**src/rtl/acumulador_palavras_pkg.sv**
```systemverilog
// Shared definitions for the halfword accumulator: FSM states, halfword order, width bounds.
// Latency: n/a (types, constants and a pure helper function only).
// Backpressure: n/a.
package acumulador_palavras_pkg;

  // Legal range of the accumulator width parameter
  localparam int ACC_W_MIN   = 17;
  localparam int ACC_W_MAX   = 48;
  // Legal range of the frame length, and the pair counter width that holds it
  localparam int N_PARES_MAX = 65535;
  localparam int CNT_W       = 16;

  typedef enum logic [2:0] {
    IDLE  = 3'd0,
    SOMA0 = 3'd1,
    SOMA1 = 3'd2,
    SOMA2 = 3'd3,
    SOMA3 = 3'd4,
    SAIDA = 3'd5
  } estado_t;

  // {sel_entrada, sel_palavra} for each add step: e0 high, e0 low, e1 high, e1 low
  localparam logic [1:0] ORDEM_SEL [4] = '{2'b00, 2'b01, 2'b11, 2'b10};

  // Separator selects for the halfword added in a given state (don't-care outside SOMAx)
  function automatic logic [1:0] sel_do_estado(input estado_t e);
    case (e)
      SOMA0:   return ORDEM_SEL[0];
      SOMA1:   return ORDEM_SEL[1];
      SOMA2:   return ORDEM_SEL[2];
      SOMA3:   return ORDEM_SEL[3];
      default: return 2'b00;
    endcase
  endfunction

endpackage

```
**src/rtl/acumulador_palavras_separador.sv**
```systemverilog
// 16-bit separator: picks one halfword out of a pair of 32-bit words.
// Latency: combinational.
// Backpressure: none; output follows the selects.
module acumulador_palavras_separador (
  input  logic [31:0] palavra_0,
  input  logic [31:0] palavra_1,
  input  logic        sel_entrada,
  input  logic        sel_palavra,
  output logic [15:0] meia
);

  logic [31:0] palavra;

  assign palavra = sel_entrada ? palavra_1 : palavra_0;

  // Halfword select is Gray-coded against sel_entrada: equal selects give the high
  // half, differing selects the low half, so the sequence 00,01,11,10 walks
  // e0 high, e0 low, e1 high, e1 low with one select bit changing per step.
  assign meia = (sel_entrada ^ sel_palavra) ? palavra[15:0] : palavra[31:16];

endmodule

```
**src/rtl/acumulador_palavras.sv**
```systemverilog
// Accumulates the four sign-extended halfwords of N_PARES word pairs into one signed frame sum.
// Latency: one pair per 5 cycles; out_valid 5 cycles after the last pair is accepted.
// Backpressure: in_ready only in IDLE; result held in SAIDA until out_ready. Macro: ACUMULADOR_SATURACAO_EN.
module acumulador_palavras #(
  parameter int ACC_W   = 32,
  parameter int N_PARES = 16
) (
  input  logic             clk,
  input  logic             reset_n,
  input  logic             limpar,
  input  logic             in_valid,
  output logic             in_ready,
  input  logic [31:0]      entrada_0,
  input  logic [31:0]      entrada_1,
  output logic             out_valid,
  input  logic             out_ready,
  output logic [ACC_W-1:0] out_soma,
  output logic             out_saturou
);

  import acumulador_palavras_pkg::*;

  if (ACC_W < ACC_W_MIN || ACC_W > ACC_W_MAX || N_PARES < 1 || N_PARES > N_PARES_MAX) begin : g_param_invalido
    $error("acumulador_palavras: ACC_W or N_PARES out of range");
  end

  localparam logic [CNT_W-1:0] N_PARES_C = CNT_W'(N_PARES);

  estado_t          estado;
  estado_t          estado_prox;
  logic [31:0]      reg_0;
  logic [31:0]      reg_1;
  logic [ACC_W-1:0] acc;
  logic [ACC_W-1:0] acc_prox;
  logic [CNT_W-1:0] cnt;
  logic [CNT_W-1:0] cnt_prox;
  logic             sel_entrada;
  logic             sel_palavra;
  logic [15:0]      meia;
  logic             captura;
  logic             soma_en;
  logic             conta;
  logic             zera;

  assign cnt_prox                  = cnt + {{(CNT_W-1){1'b0}}, 1'b1};
  assign {sel_entrada, sel_palavra} = sel_do_estado(estado);
  assign out_soma                  = acc;

  acumulador_palavras_separador u_separador (
    .palavra_0   (reg_0),
    .palavra_1   (reg_1),
    .sel_entrada (sel_entrada),
    .sel_palavra (sel_palavra),
    .meia        (meia)
  );

  // State register
  always_ff @(posedge clk or negedge reset_n) begin
    if (!reset_n) estado <= IDLE;
    else          estado <= estado_prox;
  end

  // Next state and control strobes; limpar overrides everything at the end
  always_comb begin
    estado_prox = estado;
    in_ready    = 1'b0;
    out_valid   = 1'b0;
    captura     = 1'b0;
    soma_en     = 1'b0;
    conta       = 1'b0;
    zera        = 1'b0;
    case (estado)
      IDLE: begin
        in_ready = !limpar;
        if (in_valid) begin
          captura     = 1'b1;
          estado_prox = SOMA0;
        end
      end
      SOMA0: begin
        soma_en     = 1'b1;
        estado_prox = SOMA1;
      end
      SOMA1: begin
        soma_en     = 1'b1;
        estado_prox = SOMA2;
      end
      SOMA2: begin
        soma_en     = 1'b1;
        estado_prox = SOMA3;
      end
      SOMA3: begin
        soma_en     = 1'b1;
        conta       = 1'b1;
        estado_prox = (cnt_prox == N_PARES_C) ? SAIDA : IDLE;
      end
      SAIDA: begin
        out_valid = 1'b1;
        if (out_ready) begin
          zera        = 1'b1;
          estado_prox = IDLE;
        end
      end
      default: estado_prox = IDLE;
    endcase
    if (limpar) begin
      estado_prox = IDLE;
      zera        = 1'b1;
      captura     = 1'b0;
      soma_en     = 1'b0;
      conta       = 1'b0;
    end
  end

  // Pair capture, accumulator and pair counter
  always_ff @(posedge clk or negedge reset_n) begin
    if (!reset_n) begin
      reg_0 <= '0;
      reg_1 <= '0;
      acc   <= '0;
      cnt   <= '0;
    end else begin
      if (captura) begin
        reg_0 <= entrada_0;
        reg_1 <= entrada_1;
      end
      if (zera) begin
        acc <= '0;
        cnt <= '0;
      end else begin
        if (soma_en) acc <= acc_prox;
        if (conta)   cnt <= cnt_prox;
      end
    end
  end

`ifdef ACUMULADOR_SATURACAO_EN
  logic [ACC_W:0] soma_larga;
  logic           estourou;
  logic           saturou;

  // One guard bit catches overflow; clamp toward the sign of the true sum
  always_comb begin
    soma_larga = {acc[ACC_W-1], acc} + {{(ACC_W-15){meia[15]}}, meia};
    estourou   = soma_larga[ACC_W] != soma_larga[ACC_W-1];
    if (!estourou)              acc_prox = soma_larga[ACC_W-1:0];
    else if (soma_larga[ACC_W]) acc_prox = {1'b1, {(ACC_W-1){1'b0}}};
    else                        acc_prox = {1'b0, {(ACC_W-1){1'b1}}};
  end

  // Sticky clamp flag, cleared together with the frame
  always_ff @(posedge clk or negedge reset_n) begin
    if (!reset_n)                 saturou <= 1'b0;
    else if (zera)                saturou <= 1'b0;
    else if (soma_en && estourou) saturou <= 1'b1;
  end

  assign out_saturou = saturou;
`else
  // Plain two's-complement wrap
  assign acc_prox    = acc + {{(ACC_W-16){meia[15]}}, meia};
  assign out_saturou = 1'b0;
`endif

endmodule

```
**config.mk**
```make
export PLATFORM = sky130hd
export DESIGN_NAME = acumulador_palavras
export DESIGN_NICKNAME = d
export VERILOG_FILES = /design/src/rtl/acumulador_palavras_pkg.sv /design/src/rtl/acumulador_palavras_separador.sv /design/src/rtl/acumulador_palavras.sv
export SDC_FILE = /design/constraint.sdc
export NUM_CORES = 1
export LEC_CHECK = 0
export BUFFER_PORTS_ARGS = -buffer_cell sky130_fd_sc_hd__buf_2
export CAP_MARGIN = 20
export CORE_MARGIN = 4
export CORE_UTILIZATION = 30
export DETAILED_ROUTE_END_ITERATION = 7
export PLACE_DENSITY = 0.52
export SLEW_MARGIN = 5
export SYNTH_ARGS = -nofsm -noshare
export SYNTH_HDL_FRONTEND = slang
export SYNTH_HIERARCHICAL = 1
export SYNTH_SLANG_ARGS = --single-unit
```
**constraint.sdc**
```tcl
create_clock -name clk -period 3.4 [get_ports clk]
set_clock_uncertainty 0.05 [all_clocks]
set_input_delay 0.68 -clock clk [delete_from_list [all_inputs] [get_ports clk]]
set_output_delay 0.68 -clock clk [all_outputs]
set_load 0.05 [all_outputs]
```
Yosys cells after proc, flatten, opt, wreduce, memory -nomap -nowiden
Cells that the tools add are included.

storage, ports and cells
  output and inout bits = 35
  memories = 0
  latch bits = 0
  bits in read-only memories = 0
  input bits = 69
  flip-flop bits (word level) = 115
  RAM bits = 0

operators by class
  bitwise operators = 1
  magnitude comparators = 0
  equality and inequality tests = 8
  multipliers = 0
  divide/modulo/power cells = 0
  add/sub/neg operators = 2
  reductions and logical operators = 6
  multiplexer cells = 24
  shift-type cells = 0

operator list
  operator                 count
  $mux W32                 3
  $mux W16                 3
  $add A32 B32 Y32         1
  $pmux W3 S6              1
  $add A16 B1 Y16 const B  1
  $eq A16 B5 Y1 const B    1
  $mux W1                  12
  $mux W3                  4
  $eq A3 B2 Y1 const B     2
  $eq A3 B3 Y1 const B     2
  $ne A3 B3 Y1 const B     2
  $pmux W2 S3              1
  $reduce_bool A2 Y1       2
  $reduce_or A4 Y1         1
  $eq A3 B1 Y1 const B     1
  $logic_not A3 Y1         1
  $reduce_and A2 Y1        1
  $logic_not A1 Y1         1
  $xor A1 B1 Y1            1

Depth between registers and ports, before layout
Gate-level depths: netlist of run 1.

  depth in word-level cells = 7
  depth in mapped cells = 16
  mapped depth without buffers = 13

Cells and area by module
Netlist of run 1, hierarchy kept.

by module, submodules not included
  module                         area an instance (um^2)  instances  cells each
  acumulador_palavras            6561.3                   1          650
  acumulador_palavras_separador  424.2                    1          20

Least setup slack after synthesis of run 1
Ideal clock, no wire load.

  path kind = register to register
  start = reg estado[2]
  end = reg acc[31] (netlist: out_soma[31])
  arrival time = 3.434 ns
  period minus slack after synthesis = 3.567 ns
  buffers on the path = 2
  cell stages (with the launch flop) = 13
  path slack = -0.167 ns
  required time = 3.267 ns
  cell sequence = dfrtp_1 > clkbuf_1 > nor2b_1 > buf_6 > mux4_1 > ha_1 > a21o_1 > a21o_1 > a221oi_2 > o21ai_1 > or3_1 > a21o_1 > o211ai_2

between the ends
  cells in the longest elaborated chain, start to end = 7
  elaborated cells between the ends (all ways) = 18
  classes of those cells = add/sub: 1; eq/ne: 5; mux: 9; bitwise: 1; reduce/logical: 2

RTL lines
  item                                          line                                 source
  start, declared                               acumulador_palavras.sv:29            estado_t estado;
  start signal, assigned                        acumulador_palavras.sv:60            else estado <= estado_prox;
  $eq A3 B3 Y1 or $eq A3 B2 Y1 (tied branches)  acumulador_palavras_pkg.sv:27        case (e)
  $pmux W2 S3 (*)                               acumulador_palavras_pkg.sv:27
  via sel_palavra                               acumulador_palavras.sv:38            logic sel_palavra;
  $xor A1 B1 Y1 (*)                             acumulador_palavras_separador.sv:19  assign meia = (sel_entrada ^ sel_palavra) ? palavra[15:0] : palavra[31:16];
  $mux W16 (*)                                  acumulador_palavras_separador.sv:19
  via meia[15]                                  acumulador_palavras.sv:39            logic [15:0] meia;
  $add A32 B32 Y32 (*)                          acumulador_palavras.sv:161           assign acc_prox = acc + {{(ACC_W-16){meia[15]}}, meia};
  $mux W32 (*)                                  acumulador_palavras.sv:131           if (soma_en) acc <= acc_prox;
  $mux W32 (*)                                  acumulador_palavras.sv:127           if (zera) begin
  end signal, assigned                          acumulador_palavras.sv:131
  end, declared                                 acumulador_palavras.sv:33            logic [ACC_W-1:0] acc;

Mark *: on every way through the listed nets, which the timed path passes. The rest lies on a longest branch. The select of a mux whose other input is x is not followed.
A chain may end at the register's enable or synchronous reset.

Worst setup path in the final report of run 1
  start = reg estado[1]
  end = reg acc[31] (netlist: out_soma[31])

The elaborated chain is that of the path after synthesis.

==> metrics.md, run 1 <==
| Metric | Value |
|---|---|
| Outcome | completed |
| GPL Wtd Cong | a little over 0.8 |
| Top cells by area, synth | dfrtp_1 41%, mux2_2 10%, ha_1 5.7% |
| Worst R2R Start | estado[1] |
| Global-route wire length before repair | 29740 µm |
| Area growth, synth to finish | 29.12% |
| Max_cap viols | 0 |
| Avg Vias per Cell | 4.862 |
| Post-route cell area | 0.009020 mm² |
| DR vias | 5543 |
| # port buffers | around 100 |
| Final period util | 0.9626 |
| GRT overflow | 0 |
| CTS root buffer | clkbuf_16 |
| Critical-path maximum fanout | 6 |
| Pre-CTS WS | -47.07 ps |
| Clk sink count | 115 |
| Post-DR wirelength/cell | 15.94 µm |
| CTS Buffer Depth | 2 |
| Share of layout cells above drive strength 1 | 0.3990 |
| Post-synth cell types | between 70 and 80 |
| Mapped Cells | 670 |
| Io pins | roughly 100 |
| Share of the synthesized area in the top cell type | 0.4120 |
| HP Class | in -> async |
| Initial antenna violation count | 0 |
| Largest net degree at the start of global routing | 67 |
| DP Area | 0.008189 mm² |
| Fin crit period | 3273 ps |
| Syn nets | roughly 770 |
| Worst path max stage delay | 500 ps |
| Sequential area share after synthesis | 0.4120 |
| Setup Crit Path Kind | reg -> reg |
| Pwr dens | 987.6 mW/mm² |
| Num rows | 55 |
| Clk_lat worst skew | approximately 420 ps |
| Placed Cells | about 1100 |
| Max transition margin | 0.5420 |
| HPWL after DPL | ~14000 µm |
| Leading area contributor after synthesis | dfrtp_1 |
| CP Launch Type | flip-flop |
| Number of global-route vias before repair | 5648 |
| Final Util | 0.3960 |
| CP required | 3680 ps |
| Fin cells | around 1100 |
| Async SR Flop Fraction | 1.000 |
| GR Util All Layers | 0.1431 |
| CP arrival | 3560 ps |
| RSZ-0062 raised after global routing | true |
| Antenna diode count | 0 |
| Lkg Pwr | 3.999 nW |
| Worst Slack Setup Final | 127.2 ps |
| Synth Flop Type | dfrtp_1 |
| Clock transition at the registers of the reported paths | 60 ps |
| CP dominant cell by count | a21oi_1 |
| Slew Viols, Final | 0 |
| CP max stage cell | mux4_2 |
| Initial Utilization | 0.3067 |
| Yosys synthesis warning count | 6 |
| Setup tns final | 0 ps |
| Fmax | 0.3055 GHz |
| Most common cell in the synthesized netlist | dfrtp_1 |
| Core area | roughly 0.023 mm² |
| Drt initial violations | 295 |
| DRT antenna net count | 0 |
| CTS tree | yes |
| CP top delay family | compound AO/OA/AOI/OAI gates |
| Cts bufs inserted | 17 |
| Die ar. | between 0.02 and 0.03 mm² |
| Width of the die | 160.6 µm |
| Critical Path Source | estado[1] |
| Drt drc | 0 |
| Crit-path cells | nor2b_4, buf_6, clkbuf_16, mux4_2, ha_1, a21oi_1, buf_4, o211ai_1, nand4b_1, a21oi_1, or3_1, a21o_1, o211ai_2 |
| Synth Cell Area | about 0.007 mm² |
| Setup crit end kind | flip-flop |
| H-tree levels | 4 |
| Initial DRT Pass Iterations | 4 |
| Final Hold Vio Count | 0 |
| Syn avg cell area | 10.43 µm² |
| Worst slew pin tran | a little under 700 ps |
| WP buf/inv | 3 |
| Routed wire length | 18170 µm |
| Most instantiated cells after synthesis | 115 x dfrtp_1, 69 x nand2_1, 64 x mux2_2 |
| Post-synthesis register bit count | 115 |
| Final #Nets | between 900 and 1000 |
| Final-report setup violation count | 0 |
| Worst ir drop on vdd | 0.4009 mV |
| Die H | 160.6 µm |
| EDFF count, synth | 0 |
[cells by family (layout without fill, tap and decap cells)]
logic type,count (synthesis),after routing,share of synthesized area
AOI/OAI and AO/OA,167,167,0.1526
xor gates and xnor gates,44,44,0.05517
adders and majority gates,33,33,0.06018
buffers and inverters,48,205,0.03331
DFF,115,115,0.4120
muxes,81,81,0.1594
other,1,1,0.0005368
and+or+nand+nor,181,181,0.1268
[worst reg2reg max path, stage by stage (launching register included)]
cell	delay, ps
dfrtp_1	390
nor2b_4	180
buf_6	150
clkbuf_16	170
mux4_2	500
ha_1	330
a21oi_1	240
buf_4	140
o211ai_1	130
nand4b_1	210
a21oi_1	110
or3_1	340
a21o_1	200
o211ai_2	60
[repair_timing]
action | 4_1_cts | 5_1_grt
pin swaps | 1 | 11
gates cloned | 0 | 1
hold buffers | 0 | 0
resized for setup | 2 | 38
setup endpoints to repair | 2 | 21
setup buffers | 0 | 3
[per-layer routing]
layer,track usage,part of all wire,vias up
met1,0.2016,0.51,2679
met4,0.04889,0.015,0
met2,0.2182,0.44,95
met5,0,0,-
met3,0.03131,0.037,15
li1,-,-,2754
[registers in the layout (all words and copies together), names as in the netlist]
register  cells
out_soma     32
reg_0        32
estado        3
cnt          16
reg_1        32
[placed cells by master, fill, tap and decap left out, types with 14 or more instances in the layout]
cell       count
mux4_2        14
buf_4         56
clkbuf_16     18
nor2_1        35
xnor2_1       16
xor2_1        27
nand2_1       68
o21ai_1       17
ha_1          19
nand4_1       19
a21o_1        16
o21ai_0       33
buf_2        101
a21oi_1       39
dfrtp_1      115
mux2_2        64
[where the power goes]
group          switching (mW)  internal (mW)  leakage, nW
registers               0.345           1.81         1.44
clock network           0.736           1.04        0.285
logic                    2.76           2.21         2.27
total                    3.84           5.07         4.00
[path summary, 6_finish.rpt]
check | endpoint | slack, ps | cells past startpoint
max | out_soma[31] | 130 | 13
min | cnt[7] | 260 | 1
max reg2reg | out_soma[31] | 130 | 13
min reg2reg | reg_1[2] | 450 | 1
max in group asynchronous | out_soma[15] | 2240 | 2
min in group clk | reg_0[10] | 440 | 2
[area by class of cell]
| cell class | instances | area (µm²) |
|---|---|---|
| fill | 2268 | 13760 |
| multi-input combinational | 507 | 4065 |
| sequential | 115 | 2878 |
| timing repair buffer | 165 | 1074 |
| clock buffer | 17 | 425.4 |
| tap | 313 | 391.6 |
| clock inverter | 15 | 156.4 |
| inverter | 8 | 30.03 |
[through the flow]
step	hold slack (ps)	power, mW
after floorplan	334.4	5.239
after detailed placement	439.2	6.789
final	260.9	8.908
after CTS	280.4	8.634
after global placement	433.4	6.759
after global routing	313.8	9.585
No activity file was read; power rests on OpenSTA's default activity.
==> run 2: changes to the inputs <==
ABC_AREA = 1   (was default)
==> run 2 against run 1 <==
Net effect:
- via count grew 18%
- sequential share of layout area is 0.40 points lower
- synthesized area grew 9.2%
- sequential power rose by 7%
- routed wire length up 19%
- fmax is 2.2% higher
- critical endpoint is now out_soma[18]
- highest routed layer unchanged
==> metrics.md, run 2 <==
| Metric | Value |
|---|---|
| Outcome | completed |
| Metal3 WL | 929 µm |
| Top cells by area, synth | dfrtp_1 38%, nand2_1 18%, mux2_4 12% |
| Final period util | 0.9416 |
| Number of global-route vias before repair | roughly 6500 |
| Slew Viols, Final | 0 |
| Filler Cell Count | 2662 |
| Worst path max stage delay | roughly 400 ps |
| Top routing layer in use | met4 |
| GRT overflow | 0 |
| CP dominant cell by count | nand2_1 |
| Core area | 0.02511 mm² |
| Leading area contributor after synthesis | dfrtp_1 |
| Yosys synthesis warning count | 6 |
| Initial DRT Pass Iterations | 6 |
| DR WL met2 | 10060 µm |
| Final-report setup violation count | 0 |
| Async SR Flop Fraction | 1.000 |
| CP Launch Type | flip-flop |
| Share of the synthesized area in the top cell type | 0.3772 |
| Critical-path maximum fanout | 28 |
| EDFF count, synth | 0 |
| Clock transition at the registers of the reported paths | 50 ps |
| DRT antenna net count | 0 |
| Post-synth cell types | 41 |
| Synth Cell Area | around 0.0076 mm² |
| Syn avg cell area | 8.030 µm² |
| Largest net degree at the start of global routing | 49 |
| Clk_lat worst skew | 420 ps |
| Mapped Cells | 950 |
| Routed wire length | 21590 µm |
| Synth Flop Type | dfrtp_1 |
| WP buf/inv | 4 |
| Share of layout cells above drive strength 1 | 0.2356 |
| Die H | 167.5 µm |
| DR vias | 6524 |
| Initial Utilization | 0.3038 |
| Initial antenna violation count | 0 |
| Num rows | 58 |
| Worst Slack Setup Final | 198.4 ps |
| CTS Buffer Depth | 2 |
| Die ar. | 0.02804 mm² |
| Setup crit end kind | flip-flop |
| CTS root buffer | clkbuf_16 |
| Worst slew pin tran | roughly 660 ps |
| H-tree levels | 4 |
| Crit-path cells | inv_2, nand3_1, nand2_2, inv_6, nand2_4, nand2_4, nand2_1, nand2_1, buf_12, ha_1, nand2_1, nor2_1, inv_1, nor2_1, nand4_1, nand3_1, nor2_1, nand3b_1, nand2_1 |
| Sequential area share after synthesis | 0.3772 |
| Drt drc | 0 |
| Syn nets | 1052 |
| HP Class | in -> async |
| CP max stage cell | dfrtp_1 |
| Fin crit period | between 3000 and 4000 ps |
| Max transition margin | 0.5596 |
| Fin cells | roughly 1400 |
| Final Hold Vio Count | 0 |
| Final #Nets | 1165 |
| CP top delay family | simple AND/OR/NAND/NOR gates |
| Lkg Pwr | 4.704 nW |
| Pre-CTS WS | 142.6 ps |
| Post-synthesis register bit count | 115 |
| # port buffers | 102 |
| Placed Cells | ~1400 |
| Area growth, synth to finish | 19.80% |
| Drt initial violations | 370 |
| Most common cell in the synthesized netlist | nand2_1 |
| Routed length on met1 | 10310 µm |
| Most instantiated cells after synthesis | 358 x nand2_1, 115 x dfrtp_1, 67 x nor2_1 |
| Global-route wire length before repair | 35050 µm |
| Io pins | 104 |
| Setup Crit Path Kind | reg -> reg |
| Max_cap viols | 0 |
| Width of the die | 167.5 µm |
| GPL Wtd Cong | 0.8909 |
| Most common cell after layout, fill and taps aside | nand2_1 |
| Cts bufs inserted | 17 |
| Avg Vias per Cell | 4.647 |
| GR Util All Layers | 0.1563 |
| Clk sink count | 115 |
| HPWL after DPL | 16540 µm |
| Post-DR wirelength/cell | ~15 µm |
| Worst ir drop on vdd | ~0.36 mV |
| Pwr dens | 1048 mW/mm² |
| CP arrival | 3510 ps |
| CP required | 3710 ps |
| RSZ-0062 raised after global routing | true |
| Fmax | 0.3123 GHz |
| Commonest non-fill, non-tap cells in the layout | 357 x nand2_1, 114 x dfrtp_1, 101 x buf_2 |
| Antenna diode count | 0 |
| CTS tree | yes |
-- run 2: final timing paths --
path	from	to	cells after the start	slack, ps
worst min register to register	reg_0[11]	reg_0[11]	1	460
worst max-delay path	estado[2]	out_soma[18]	19	200
max in group asynchronous	reset_n	reg_1[17]	2	2260
min in group clk	entrada_1[12]	reg_1[12]	2	440
worst min-delay path	reset_n	out_soma[23]	1	220
worst max register to register	estado[2]	out_soma[18]	19	200
-- run 2: report_power, final --
group | total [mW] | switching [mW] | internal [mW]
Sequential | 2.32 | 0.423 | 1.89
Clock | 1.99 | 0.657 | 1.33
Combinational | 5.28 | 3.40 | 1.87
-- run 2: cells by family (layout without fill, tap and decap cells) --
kind of cell	Yosys count	in the layout	synth area share
mux	64	64	0.1240
flops	115	115	0.3772
simple gates	521	521	0.2836
fa+ha+maj	33	33	0.05511
compound gates	115	115	0.08234
buf+inv	91	215	0.06577
xor+xnor	10	10	0.01148
other cells	1	1	0.0004916
-- run 2: final cells by class --
| cell class | count | area, µm² | share of cell area |
|---|---|---|---|
| well taps | 330 | 412.9 | 0.04518 |
| clock buffers | 20 | 456.7 | 0.04997 |
| repair buffers | 119 | 678.2 | 0.07421 |
| flip-flops and latches | 115 | 2879 | 0.3150 |
| inverters | 66 | 252.7 | 0.02766 |
| multi-input cells | 744 | 4278 | 0.4681 |
| clock inverters | 10 | 181.4 | 0.01985 |
-- run 2: metrics by stage --
stage	hold slack, ps	power (mW)	util	instance area (µm²)	TNS [ps]
2_1_floorplan	334.4	6.202	-	7629	0
3_3_place_gp	442.7	7.551	0.3372	8467	0
3_5_place_dp	444.5	7.548	0.3372	8467	0
4_1_cts	247.8	9.600	0.3626	9105	0
5_1_grt	279.3	10.36	0.3640	9139	-23.15
6_report	224.8	9.579	0.3640	9139	0
-- run 2: timing repair --
action | 4_1_cts | 5_1_grt
setup endpoints to repair | 0 | 17
hold buffers | 0 | 0
resized for setup | 0 | 10
setup buffers | 0 | 1
-- run 2: worst register-to-register path: stages, from the launching register on --
cell and delay (ps):
dfrtp_1 400, inv_2 110, nand3_1 150, nand2_2 150, inv_6 110, nand2_4 130
nand2_4 120, nand2_1 90, nand2_1 110, buf_12 180, ha_1 370, nand2_1 130
nor2_1 160, inv_1 100, nor2_1 200, nand4_1 150, nand3_1 170, nor2_1 50
nand3b_1 160, nand2_1 80
-- run 2: layer usage --
metal	up-vias	GRT usage
li1	3344	-
met1	3018	0.2123
met2	143	0.2543
met3	19	0.03187
met4	0	0.04340
met5	-	0
